<file path="src/rtl/minmax_pkg.sv">
// Shared definitions for the min/max tracking stage: FSM encoding and
// default counter sizing.
package minmax_pkg;

  typedef enum logic [1:0] {
    ST_IDLE = 2'd0,
    ST_RUN  = 2'd1,
    ST_DONE = 2'd2
  } state_t;

  localparam int CNT_W_DEFAULT = 8;
  localparam logic [CNT_W_DEFAULT-1:0] CNT_MAX_DEFAULT = {CNT_W_DEFAULT{1'b1}};

endpackage

</file>
<file path="src/rtl/comparator.sv">
// Unsigned N-bit magnitude comparator: a greater than, less than, or equal to b.
module comparator #(
  parameter int N = 8
) (
  input  logic [N-1:0] a,
  input  logic [N-1:0] b,
  output logic         gr,
  output logic         le,
  output logic         eq
);

  assign gr = (a > b);
  assign le = (a < b);
  assign eq = (a == b);

endmodule

</file>
<file path="src/rtl/minmax_tracker.sv">
// Streaming extrema stage: tracks running max/min of a sample frame with the
// first-occurrence index of each, and publishes results on a one-cycle pulse.
module minmax_tracker
  import minmax_pkg::*;
#(
  parameter int N     = 8,
  parameter int CNT_W = CNT_W_DEFAULT
) (
  input  logic             clk,
  input  logic             rst,
  input  logic             clear,
  input  logic             in_valid,
  output logic             in_ready,
  input  logic [N-1:0]     in_data,
  input  logic             in_last,
  output logic             out_valid,
  output logic [N-1:0]     out_max,
  output logic [N-1:0]     out_min,
  output logic [CNT_W-1:0] out_max_idx,
  output logic [CNT_W-1:0] out_min_idx,
  output logic [CNT_W-1:0] out_count
);

  localparam logic [CNT_W-1:0] CNT_MAX = {CNT_W{1'b1}};
  localparam logic [CNT_W-1:0] CNT_ONE = {{(CNT_W-1){1'b0}}, 1'b1};

  state_t           state_r, state_n;
  logic [N-1:0]     cur_max_r, cur_max_n, cur_min_r, cur_min_n;
  logic [CNT_W-1:0] max_idx_r, max_idx_n, min_idx_r, min_idx_n;
  logic [CNT_W-1:0] cnt_r, cnt_n;
  logic             in_ready_r, out_valid_r;
  logic [N-1:0]     out_max_r, out_min_r;
  logic [CNT_W-1:0] out_max_idx_r, out_min_idx_r, out_count_r;
  logic             accept_s, done_s;
  logic             max_gr_s, max_le_s, max_eq_s;
  logic             min_gr_s, min_le_s, min_eq_s;
  logic             cmp_unused_s;

  comparator #(.N(N)) U_MAX (
    .a  (in_data),
    .b  (cur_max_r),
    .gr (max_gr_s),
    .le (max_le_s),
    .eq (max_eq_s)
  );

  comparator #(.N(N)) U_MIN (
    .a  (in_data),
    .b  (cur_min_r),
    .gr (min_gr_s),
    .le (min_le_s),
    .eq (min_eq_s)
  );

  // Ties and the opposite-direction flags leave the extrema untouched.
  assign cmp_unused_s = ^{max_le_s, max_eq_s, min_gr_s, min_eq_s};

  // A sample arriving together with clear is dropped.
  assign accept_s = in_valid & in_ready_r & ~clear;
  assign done_s   = (state_n == ST_DONE);

  // Next-state and running-extrema update.
  always_comb begin
    state_n   = state_r;
    cur_max_n = cur_max_r;
    cur_min_n = cur_min_r;
    max_idx_n = max_idx_r;
    min_idx_n = min_idx_r;
    cnt_n     = cnt_r;
    case (state_r)
      ST_IDLE: begin
        if (accept_s) begin
          cur_max_n = in_data;
          cur_min_n = in_data;
          max_idx_n = {CNT_W{1'b0}};
          min_idx_n = {CNT_W{1'b0}};
          cnt_n     = CNT_ONE;
          state_n   = in_last ? ST_DONE : ST_RUN;
        end else begin
          state_n = ST_IDLE;
        end
      end
      ST_RUN: begin
        if (accept_s) begin
          if (max_gr_s) begin
            cur_max_n = in_data;
            max_idx_n = cnt_r;
          end else begin
            cur_max_n = cur_max_r;
          end
          if (min_le_s) begin
            cur_min_n = in_data;
            min_idx_n = cnt_r;
          end else begin
            cur_min_n = cur_min_r;
          end
          cnt_n   = (cnt_r == CNT_MAX) ? CNT_MAX : (cnt_r + CNT_ONE);
          state_n = in_last ? ST_DONE : ST_RUN;
        end else begin
          state_n = ST_RUN;
        end
      end
      ST_DONE: state_n = ST_IDLE;
      default: state_n = ST_IDLE;
    endcase
    if (clear) begin
      state_n = ST_IDLE;
    end else begin
      state_n = state_n;
    end
  end

  // State, running extrema and registered result outputs.
  always_ff @(posedge clk or posedge rst) begin
    if (rst) begin
      state_r       <= ST_IDLE;
      cur_max_r     <= {N{1'b0}};
      cur_min_r     <= {N{1'b0}};
      max_idx_r     <= {CNT_W{1'b0}};
      min_idx_r     <= {CNT_W{1'b0}};
      cnt_r         <= {CNT_W{1'b0}};
      in_ready_r    <= 1'b0;
      out_valid_r   <= 1'b0;
      out_max_r     <= {N{1'b0}};
      out_min_r     <= {N{1'b0}};
      out_max_idx_r <= {CNT_W{1'b0}};
      out_min_idx_r <= {CNT_W{1'b0}};
      out_count_r   <= {CNT_W{1'b0}};
    end else begin
      state_r     <= state_n;
      cur_max_r   <= cur_max_n;
      cur_min_r   <= cur_min_n;
      max_idx_r   <= max_idx_n;
      min_idx_r   <= min_idx_n;
      cnt_r       <= cnt_n;
      in_ready_r  <= (state_n != ST_DONE);
      out_valid_r <= done_s;
      if (done_s) begin
        out_max_r     <= cur_max_n;
        out_min_r     <= cur_min_n;
        out_max_idx_r <= max_idx_n;
        out_min_idx_r <= min_idx_n;
        out_count_r   <= cnt_n;
      end
    end
  end

  assign in_ready    = in_ready_r;
  assign out_valid   = out_valid_r;
  assign out_max     = out_max_r;
  assign out_min     = out_min_r;
  assign out_max_idx = out_max_idx_r;
  assign out_min_idx = out_min_idx_r;
  assign out_count   = out_count_r;

endmodule

</file>
<file path="config.mk">
export PLATFORM = sky130hd
export DESIGN_NAME = minmax_tracker
export DESIGN_NICKNAME = d
export VERILOG_FILES = /design/src/rtl/minmax_pkg.sv /design/src/rtl/comparator.sv /design/src/rtl/minmax_tracker.sv
export SDC_FILE = /design/constraint.sdc
export NUM_CORES = 1
export LEC_CHECK = 0
export BUFFER_PORTS_ARGS = -buffer_cell sky130_fd_sc_hd__buf_4
export CAP_MARGIN = 30
export CORE_MARGIN = 10
export CORE_UTILIZATION = 52
export CTS_CLUSTER_DIAMETER = 100
export DETAILED_ROUTE_END_ITERATION = 10
export PLACE_DENSITY = 0.76
export RECOVER_POWER = 25
export SETUP_SLACK_MARGIN = 0.4
export SYNTH_ARGS = -nofsm -noshare
export SYNTH_HDL_FRONTEND = slang
export SYNTH_SLANG_ARGS = --single-unit
</file>
<file path="constraint.sdc">
create_clock -name clk -period 2.34 [get_ports clk]
set_clock_uncertainty 0.2 [all_clocks]
set_input_delay 0 -clock clk [delete_from_list [all_inputs] [get_ports clk]]
set_output_delay 0 -clock clk [all_outputs]
set_load 0.02 [all_outputs]
</file>
# ---- Yosys cells after proc, flatten, opt, wreduce, memory -nomap -nowiden
# Cells that the tools add are included.
dict set report word_totals {
  reg_bits 84
  out_inout_bits 42
  in_bits 13
  word_cells 49
}
dict set report classes {
  n_mux 25
  magnitude_cmp 2
  reduce_logical 1
  bitwise 3
  eq_ne 4
  add_sub_neg 1
}
# operator count
set op_table {}
lappend op_table {{$mux 8} 15}
lappend op_table {{$pmux 8 s2} 5}
lappend op_table {{$add 8x1->8 const B} 1}
lappend op_table {{$eq 8x8->1 const B} 1}
lappend op_table {{$gt 8x8->1} 1}
lappend op_table {{$lt 8x8->1} 1}
lappend op_table {{$mux 2} 4}
lappend op_table {{$pmux 2 s2} 1}
lappend op_table {{$and 1x1->1} 2}
lappend op_table {{$eq 2x1->1 const B} 1}
lappend op_table {{$eq 2x2->1 const B} 1}
lappend op_table {{$logic_not 2->1} 1}
lappend op_table {{$ne 2x2->1 const B} 1}
lappend op_table {{$not 1->1} 1}

# ---- Logic depth before layout (Yosys ltp)
# Gate-level depths: netlist (run 1).
dict set report depth {
  ltp_word 6
  depth_mapped 9
  mapped_depth_nobuf 7
}

# ---- Hierarchy
# A second synthesis (run 1) with hierarchy kept.
dict set report hier_totals {
  hier_cells 365
  area_unflattened_um2 4018.9
}
# mod cells_per_inst seq_area_each_um2 instances area_each_um2
set modules_own_cells {}
lappend modules_own_cells {minmax_tracker 307 2102.0 1 3568.4}
lappend modules_own_cells {comparator 29 0.0 2 225.2}

# ---- Least setup slack after synthesis (run 1)
# OpenSTA, ideal clock, no wires.
dict set report synth_path {
  path_type {register -> register}
  startpoint {register cur_max_r[2]}
  endpoint {register cur_max_r[5]}
  n_path_buf 1
  arrival_time_ps 2186
  stages_incl_launch_ff 8
  required_time_ps 2015
  slack_ps -171
  setup_ps 125
  synth_period_minus_slack_ps 2511
  path_cell_list {dfrtp_1 inv_1 ha_1 and4_1 a2111oi_4 a22oi_4 buf_2 mux2_4}
}
dict set report synth_via {
  elab_chain_len 4
}
# element line_no
set synth_rtl {}
lappend synth_rtl {{start, declared} minmax_tracker.sv:28} ;# logic [N-1:0] cur_max_r, cur_max_n, cur_min_r, cur_min_n;
lappend synth_rtl {{start signal, assigned} minmax_tracker.sv:117} ;# cur_max_r <= {N{1'b0}};
lappend synth_rtl {{start signal, assigned} minmax_tracker.sv:131} ;# cur_max_r <= cur_max_n;
lappend synth_rtl {{$gt 8x8->1} comparator.sv:12} ;# assign gr = (a > b);
lappend synth_rtl {{$mux 8} minmax_tracker.sv:85} ;# if (max_gr_s) begin
lappend synth_rtl {{$mux 8} minmax_tracker.sv:84} ;# if (accept_s) begin
lappend synth_rtl {{$pmux 8 s2} minmax_tracker.sv:70} ;# case (state_r)
lappend synth_rtl {{net cur_max_n[5]} minmax_tracker.sv:28}
# The timed path passes the listed nets, and every way through them passes these cells.
# A chain may end at the register's enable or synchronous reset.

# ---- Worst setup path after layout (run 1)
dict set report layout_path {
  startpoint {register cur_max_r[6]}
  endpoint {register cur_max_r[7]}
}
# The elaborated chain is that of the path after synthesis.

==> results of run 1 <==
worst paths after layout:
check / to / slack, ns
worst max-delay path: cur_max_r[7]$_DFF_PP0_ / -0.15
worst min-delay path: cnt_r[5]$_DFF_PP0_ / 0.16
worst max register to register: cur_max_r[7]$_DFF_PP0_ / -0.15
worst min register to register: out_count[4]$_DFFE_PP0P_ / 0.28
max in group asynchronous: cnt_r[1]$_DFF_PP0_ / 0.59
min in group asynchronous: out_max[4]$_DFFE_PP0P_ / 0.46
final cells by class:
class | count | area (µm²) | area share, %
Multi-Input combinational cell | 239 | 2220 | 38.5
Sequential cell | 84 | 2110 | 36.5
Timing Repair Buffer | 131 | 1010 | 17.5
Clock buffer | 11 | 151 | 2.63
Tap cell | 102 | 128 | 2.21
Inverter | 27 | 103 | 1.78
Clock inverter | 5 | 50.0 | 0.868
metal layers:
| layer | vias up | share of wire (%) |
|---|---|---|
| met5 | - | 0 |
| met4 | 0 | 4.1 |
| met2 | 187 | 49 |
| met1 | 1788 | 38 |
| li1 | 1600 | - |
| met3 | 43 | 8.3 |
power breakdown:
part	total (mW)	internal, mW	switching [mW]
combinational	1.41	0.642	0.768
sequential	1.79	1.65	0.138
clock	1.08	0.544	0.533
placed cells by master (no fill, tap or decap), types with 11 or more instances in the layout:
master	n
clkbuf_1	41
mux2_4	22
nor2_1	16
buf_4	57
nand4_1	20
dfrtp_1	81
nand2_1	41
inv_1	18
dlygate4sd3_1	14
clkbuf_8	11
per-stage QoR:
stage	hold WS (ns)	cell area, µm²
floorplan	-0.130	4190
global placement	-0.308	4860
detailed placement	-0.302	4860
CTS	0.106	5670
global route	0.204	5770
finish	0.164	5770
worst max-delay path, cell delays in order, from the launching register on:
cell and delay [ns]:
dfrtp_1 0.35, inv_1 0.05, ha_1 0.31, nand4_1 0.23, nor2_2 0.24, o21ai_1 0.19
a22oi_4 0.27, clkbuf_16 0.20, mux2_2 0.33
logic make-up (layout without fill, tap and decap cells):
group / after synthesis / after routing
AO/OA/AOI/OAI: 79 / 79
adder cells (fa/ha/maj): 16 / 16
buffers and inverters: 46 / 174
flip-flops: 84 / 84
multiplexers: 34 / 34
AND/OR/NAND/NOR: 110 / 110
timing repair:
action | 4_1_cts | 5_1_grt
gates cloned | 2 | 0
setup endpoints to repair | 73 | 74
hold buffers | 14 | 0
resized for setup | 60 | 38
pin swaps | 43 | 28
endpoints found under the hold margin | 123 | 0
setup buffers | 18 | 9
==> impl_metrics.toml, run 1 <==
[cells_and_area]
nets = 521
drive_gt1_share_pct = 35.0
nFillCells = 525
diodes = 0
final_core_util_pct = 75.0
layout.cells.non_filler = 599
area_delta_synth_final_pct = 40.9

[synth]
synthArstFlopShare_pct = 100
yosys.area.top_type = "dfrtp_1"
synth_area_um2 = 4090
synthMuxAreaShare_pct = 9.27
synth_common_cells = "dfrtp_1 (84), nand2_1 (44), inv_1 (25)"
yosysMostFrequentCell = "dfrtp_1"
synthFlopType = "dfrtp_1"
synth_top_area_share_pct = 51.4
synth_fa_ha_area_share_pct = 4.89
yosys.area_share.simple_pct = 13.2
synth_cell_types = 48
netlist_instances = 369
synthTopCellsByArea = "dfrtp_1 (51%), mux2_2 (6.3%), ha_1 (4.9%)"
synth_compound_area_share_pct = 16.1
synth-edff-count = 0
yosys_register_bits = 84
synth_xor_area_share_pct = 0
syn_area_per_cell_um2 = 11.1
synth_top_family_by_area = "compound AO/OA/AOI/OAI gates"
synth_fp_nets = 398
yosys_warnings = 0
yosysSeqAreaShare_pct = 51.4

[detailed_routing]
via_count = 3618
ant_nets = 0
via_per_inst = 6.04
wire_per_inst_um = 21.8
drt-initial-drc-count = 280
finalWirelength_um = 13100
drt_pass1_iterations = 5
drc = 0

[global_route]
gr-total-overflow = 0
grt_pass1_wl_um = 19600
met1_usage_pct = 25.8
grt_pass1_vias = 3634
antenna_found_initial = 0
grt.met3_usage_pct = 5.13
grt_max_degree = 49
grtUsageMet2_pct = 35.0
track_usage_pct = 21.3
grt_busiest_layer = "met2"

[sta]
fmax_ghz = 0.401
hold_viol_final = 0
fin_crit_sh_pct = 107
fin_tns_setup_ns = -2.64
layout_setup_ws_ns = -0.155
rsz0062_at_grt = "yes"
report.final.slew_viol_count = 0
tightestPinTransition_ns = 0.620
period_needed_ns = 2.49
maxSlewHeadroom_pct = 58.7
setup-violations-final = 32

[run]
cap_violations = 0

[power_and_ir_drop]
powerDensity_nw_per_um2 = 742
leakage_nw = 2.55
peakVddDrop_mv = 0.337
finalPower_mw = 4.28

[critical_path]
r2r-start = "cur_max_r[6]$_DFF_PP0_"
path_class = "reg -> reg"
cp-startpoint = "cur_max_r[6]$_DFF_PP0_"
arrival_ns = 2.55
r2r.worst_path.cells = 8
start_kind = "flop"
critical_path_required_ns = 2.39
cp_max_fo = 4
crit_path_end_kind = "flop"

[hold_path]
hold_path.class = "in -> reg"
min_from = "in_valid"
hold_depth = 4

[clock_tree]
cts.path.max_buffers = 2
numCtsBuffers = 9
cts.clk_slew.worst_paths_ns = 0.08
cts.sinks = 84
clock_latency_ns = 0.37
cts_tree = "done"
root_buffer = "clkbuf_8"
cts_max_level = 3

[floorplanning]
die_y_um = 109
fp-row-count = 32
io_pins = 55
initial_utilization_pct = 53.2
die_area_um2 = 11800
die_w_um = 109
coreArea_um2 = 7690

[placed_design]
gp_routability_congestion = 0.899
io_buffers = 54
dp_slack_ns = -0.238
dpl.hpwl_um = 7150
place_inst = 540

[status]
status = "finished with violations"
failed_checks = "setup timing"
No activity file was read; power rests on OpenSTA's default activity.
==> inputs of run 2 (changes only) <==
- CELL_PAD_IN_SITES_DETAIL_PLACEMENT: unset -> 2
- CELL_PAD_IN_SITES_GLOBAL_PLACEMENT: unset -> 2
- CORE_UTILIZATION: 52 -> 34
- PLACE_DENSITY: 0.76 -> unset
- PLACE_DENSITY_LB_ADDON: unset -> 0.1
==> run 2 against run 1 <==
  * The flow finishes with violations (capacitance limit, slew limit, setup timing)
  * Non-clock buffer count increased by 19
  * Sequential share of layout area decreased by 2.9 points
  * Routed wire length increased by 40%
  * Critical path type unchanged
  * Critical endpoint is now cur_max_r[0]$_DFF_PP0_
==> impl_metrics.toml, run 2 (synthesis gave the netlist of run 1 again) <==
[global_route]
met1_usage_pct = 22.1
grt_pass1_wl_um = 24600
grt.met3_usage_pct = 3.98
grt_busiest_layer = "met2"
grtUsageMet2_pct = 35.4
grt_pass1_vias = 4054
gr-total-overflow = 0
antenna_found_initial = 0
track_usage_pct = 19.5
grt_max_degree = 31

[placed_design]
io_buffers = 54
dp_slack_ns = -0.298
gp_routability_congestion = 0.785
dpl.hpwl_um = 9230

[critical_path]
crit_cells = 10
crit_path_end = "cur_max_r[0]$_DFF_PP0_"
path_class = "reg -> reg"
crit_slowest_cell = "dfrtp_1"
critical_path_required_ns = 2.38
arrival_ns = 2.63
critical-path-max-stage-delay_ns = 0.37
path_delay_family = "buffers and inverters"
cp-startpoint = "cur_max_r[6]$_DFF_PP0_"
crit_chain = "inv_1 -> ha_4 -> nand4_1 -> buf_4 -> nor2_4 -> o21ai_4 -> a22oi_4 -> buf_6 -> buf_12 -> mux2_4"
start_kind = "flop"
critPathBufInv = 4
r2r-end = "cur_max_r[0]$_DFF_PP0_"
regToRegSetupSlack_ns = -0.25
cp_max_fo = 5
r2r.worst_path.cells = 10
crit_path_end_kind = "flop"
r2r-start = "cur_max_r[6]$_DFF_PP0_"

[power_and_ir_drop]
clkPwrFrac_pct = 31.0
leakage_nw = 2.83
p_sw_share_pct = 33.7
power.internal_mw = 3.39
powerDensity_nw_per_um2 = 816
share_comb_of_total_power_pct = 33.2
p_seq_share_pct = 35.7
peakVddDrop_mv = 0.389
p_sw_mw = 1.72

[sta]
tightestPinTransition_ns = 1.55
period_needed_ns = 2.59
whs_ns = 0.143
setup-violations-final = 36
rsz0062_at_grt = "yes"
report.final.slew_viol_count = 29
layout_setup_ws_ns = -0.251
fmax_ghz = 0.386
maxSlewHeadroom_pct = -4.04
fin_crit_sh_pct = 111
hold_viol_final = 0

[detailed_routing]
finalWirelength_um = 18300
drt_pass1_iterations = 5
drt-initial-drc-count = 258
ant_nets = 0
drc = 0
via_count = 3717
via_per_inst = 5.61
wire_per_inst_um = 27.6

[floorplanning]
die_w_um = 130
coreArea_um2 = 11900
fp-row-count = 40
io_pins = 55
die_area_um2 = 16800
die_y_um = 130
initial_utilization_pct = 34.3

[clock_tree]
cts.clk_slew.worst_paths_ns = 0.06
cts_max_level = 3
root_buffer = "clkbuf_16"
numCtsBuffers = 9
cts.sinks = 84
clock_latency_ns = 0.36
cts_tree = "done"
cts.path.max_buffers = 2

[cells_and_area]
drive_gt1_share_pct = 43.6
nFillCells = 1175
diodes = 0
layout_common_cells = "buf_4 (92), dfrtp_1 (82), nand2_1 (40)"
area_delta_synth_final_pct = 53.1
final_common_cell = "buf_4"
nets = 540

[run]
cap_violations = 1

[status]
status = "finished with violations"
failed_checks = "capacitance limit, slew limit, setup timing"

[hold_path]
hold_path.class = "in -> reg"
-- run 2: cell count changes in the layout (fill, tap and decap cells not counted), moves of 4 or more --
cell,previous run,this run
clkbuf_8,11,0
buf_12,5,9
clkbuf_16,1,10
o31ai_1,1,6
o31ai_4,7,0
buf_4,57,92
buf_6,10,16
clkbuf_1,41,15
-- run 2: worst min-delay path by stage --
| stage | start | endpoint | slack, ns | cells after the start |
|---|---|---|---|---|
| after floorplan | clear | state_r[0]$_DFF_PP0_ | -0.13 | 1 |
| after global placement | rst | out_valid$_DFF_PP0_ | -0.03 | 2 |
| after detailed placement | rst | out_valid$_DFF_PP0_ | -0.02 | 2 |
| after CTS | clear | cnt_r[1]$_DFF_PP0_ | 0.01 | 3 |
| after global routing | in_valid | cnt_r[5]$_DFF_PP0_ | 0.17 | 4 |
| final | in_valid | cnt_r[5]$_DFF_PP0_ | 0.14 | 4 |
-- run 2: power groups by stage --
stage          clock [mW]  combinational [mW]  sequential [mW]
2_1_floorplan           0               0.585             1.92
3_3_place_gp            0                1.13             1.81
3_5_place_dp            0                1.17             1.82
4_1_cts              1.59                1.44             1.79
5_1_grt              1.68                1.81             1.85
6_report             1.59                1.70             1.83
-- run 2: area by class of cell --
cell class / instances / area (µm²) / share of cell area [%]
Multi-Input combinational cell: 239 / 2210 / 35.2
Inverter: 27 / 105 / 1.68
Timing Repair Buffer: 150 / 1350 / 21.5
Clock inverter: 6 / 86.3 / 1.38
Sequential cell: 84 / 2100 / 33.6
Clock buffer: 10 / 229 / 3.66
Tap cell: 147 / 184 / 2.94
-- run 2: worst min-delay path, delay by kind of cell --
| kind | cells | cell delay (ns) |
|---|---|---|
| compound gates | 1 | 0.08 |
| simple gates | 1 | 0.27 |
| buf+inv | 2 | 0.30 |
-- run 2: what timing repair did --
item | in CTS | in global routing
buffers inserted | 22 | 18
hold buffers | 12 | 2
gates resized for setup | 62 | 40
endpoints found under the setup margin | 67 | 73
endpoints found under the hold margin | 64 | 1
cloned | 2 | 1
pin swaps | 28 | 30
-- run 2: metrics by stage --
step / setup TNS (ns) / instances / util (%) / power, mW / instance area (µm²)
2_1_floorplan: -1.08 / 369 / - / 2.50 / 4190
3_3_place_gp: -2.37 / 589 / 41.8 / 2.94 / 4970
3_5_place_dp: -3.39 / 590 / 41.8 / 2.99 / 4980
4_1_cts: -1.10 / 642 / 50.0 / 4.82 / 5960
5_1_grt: -9.19 / 663 / 52.6 / 5.34 / 6260
6_report: -5.95 / 663 / 52.6 / 5.11 / 6260
-- run 2: layer usage --
| metal | vias up | share of wire (%) |
|---|---|---|
| met1 | 1947 | 39 |
| li1 | 1640 | - |
| met3 | 41 | 3.9 |
| met2 | 89 | 53 |
| met4 | 0 | 4.1 |
| met5 | - | 0 |
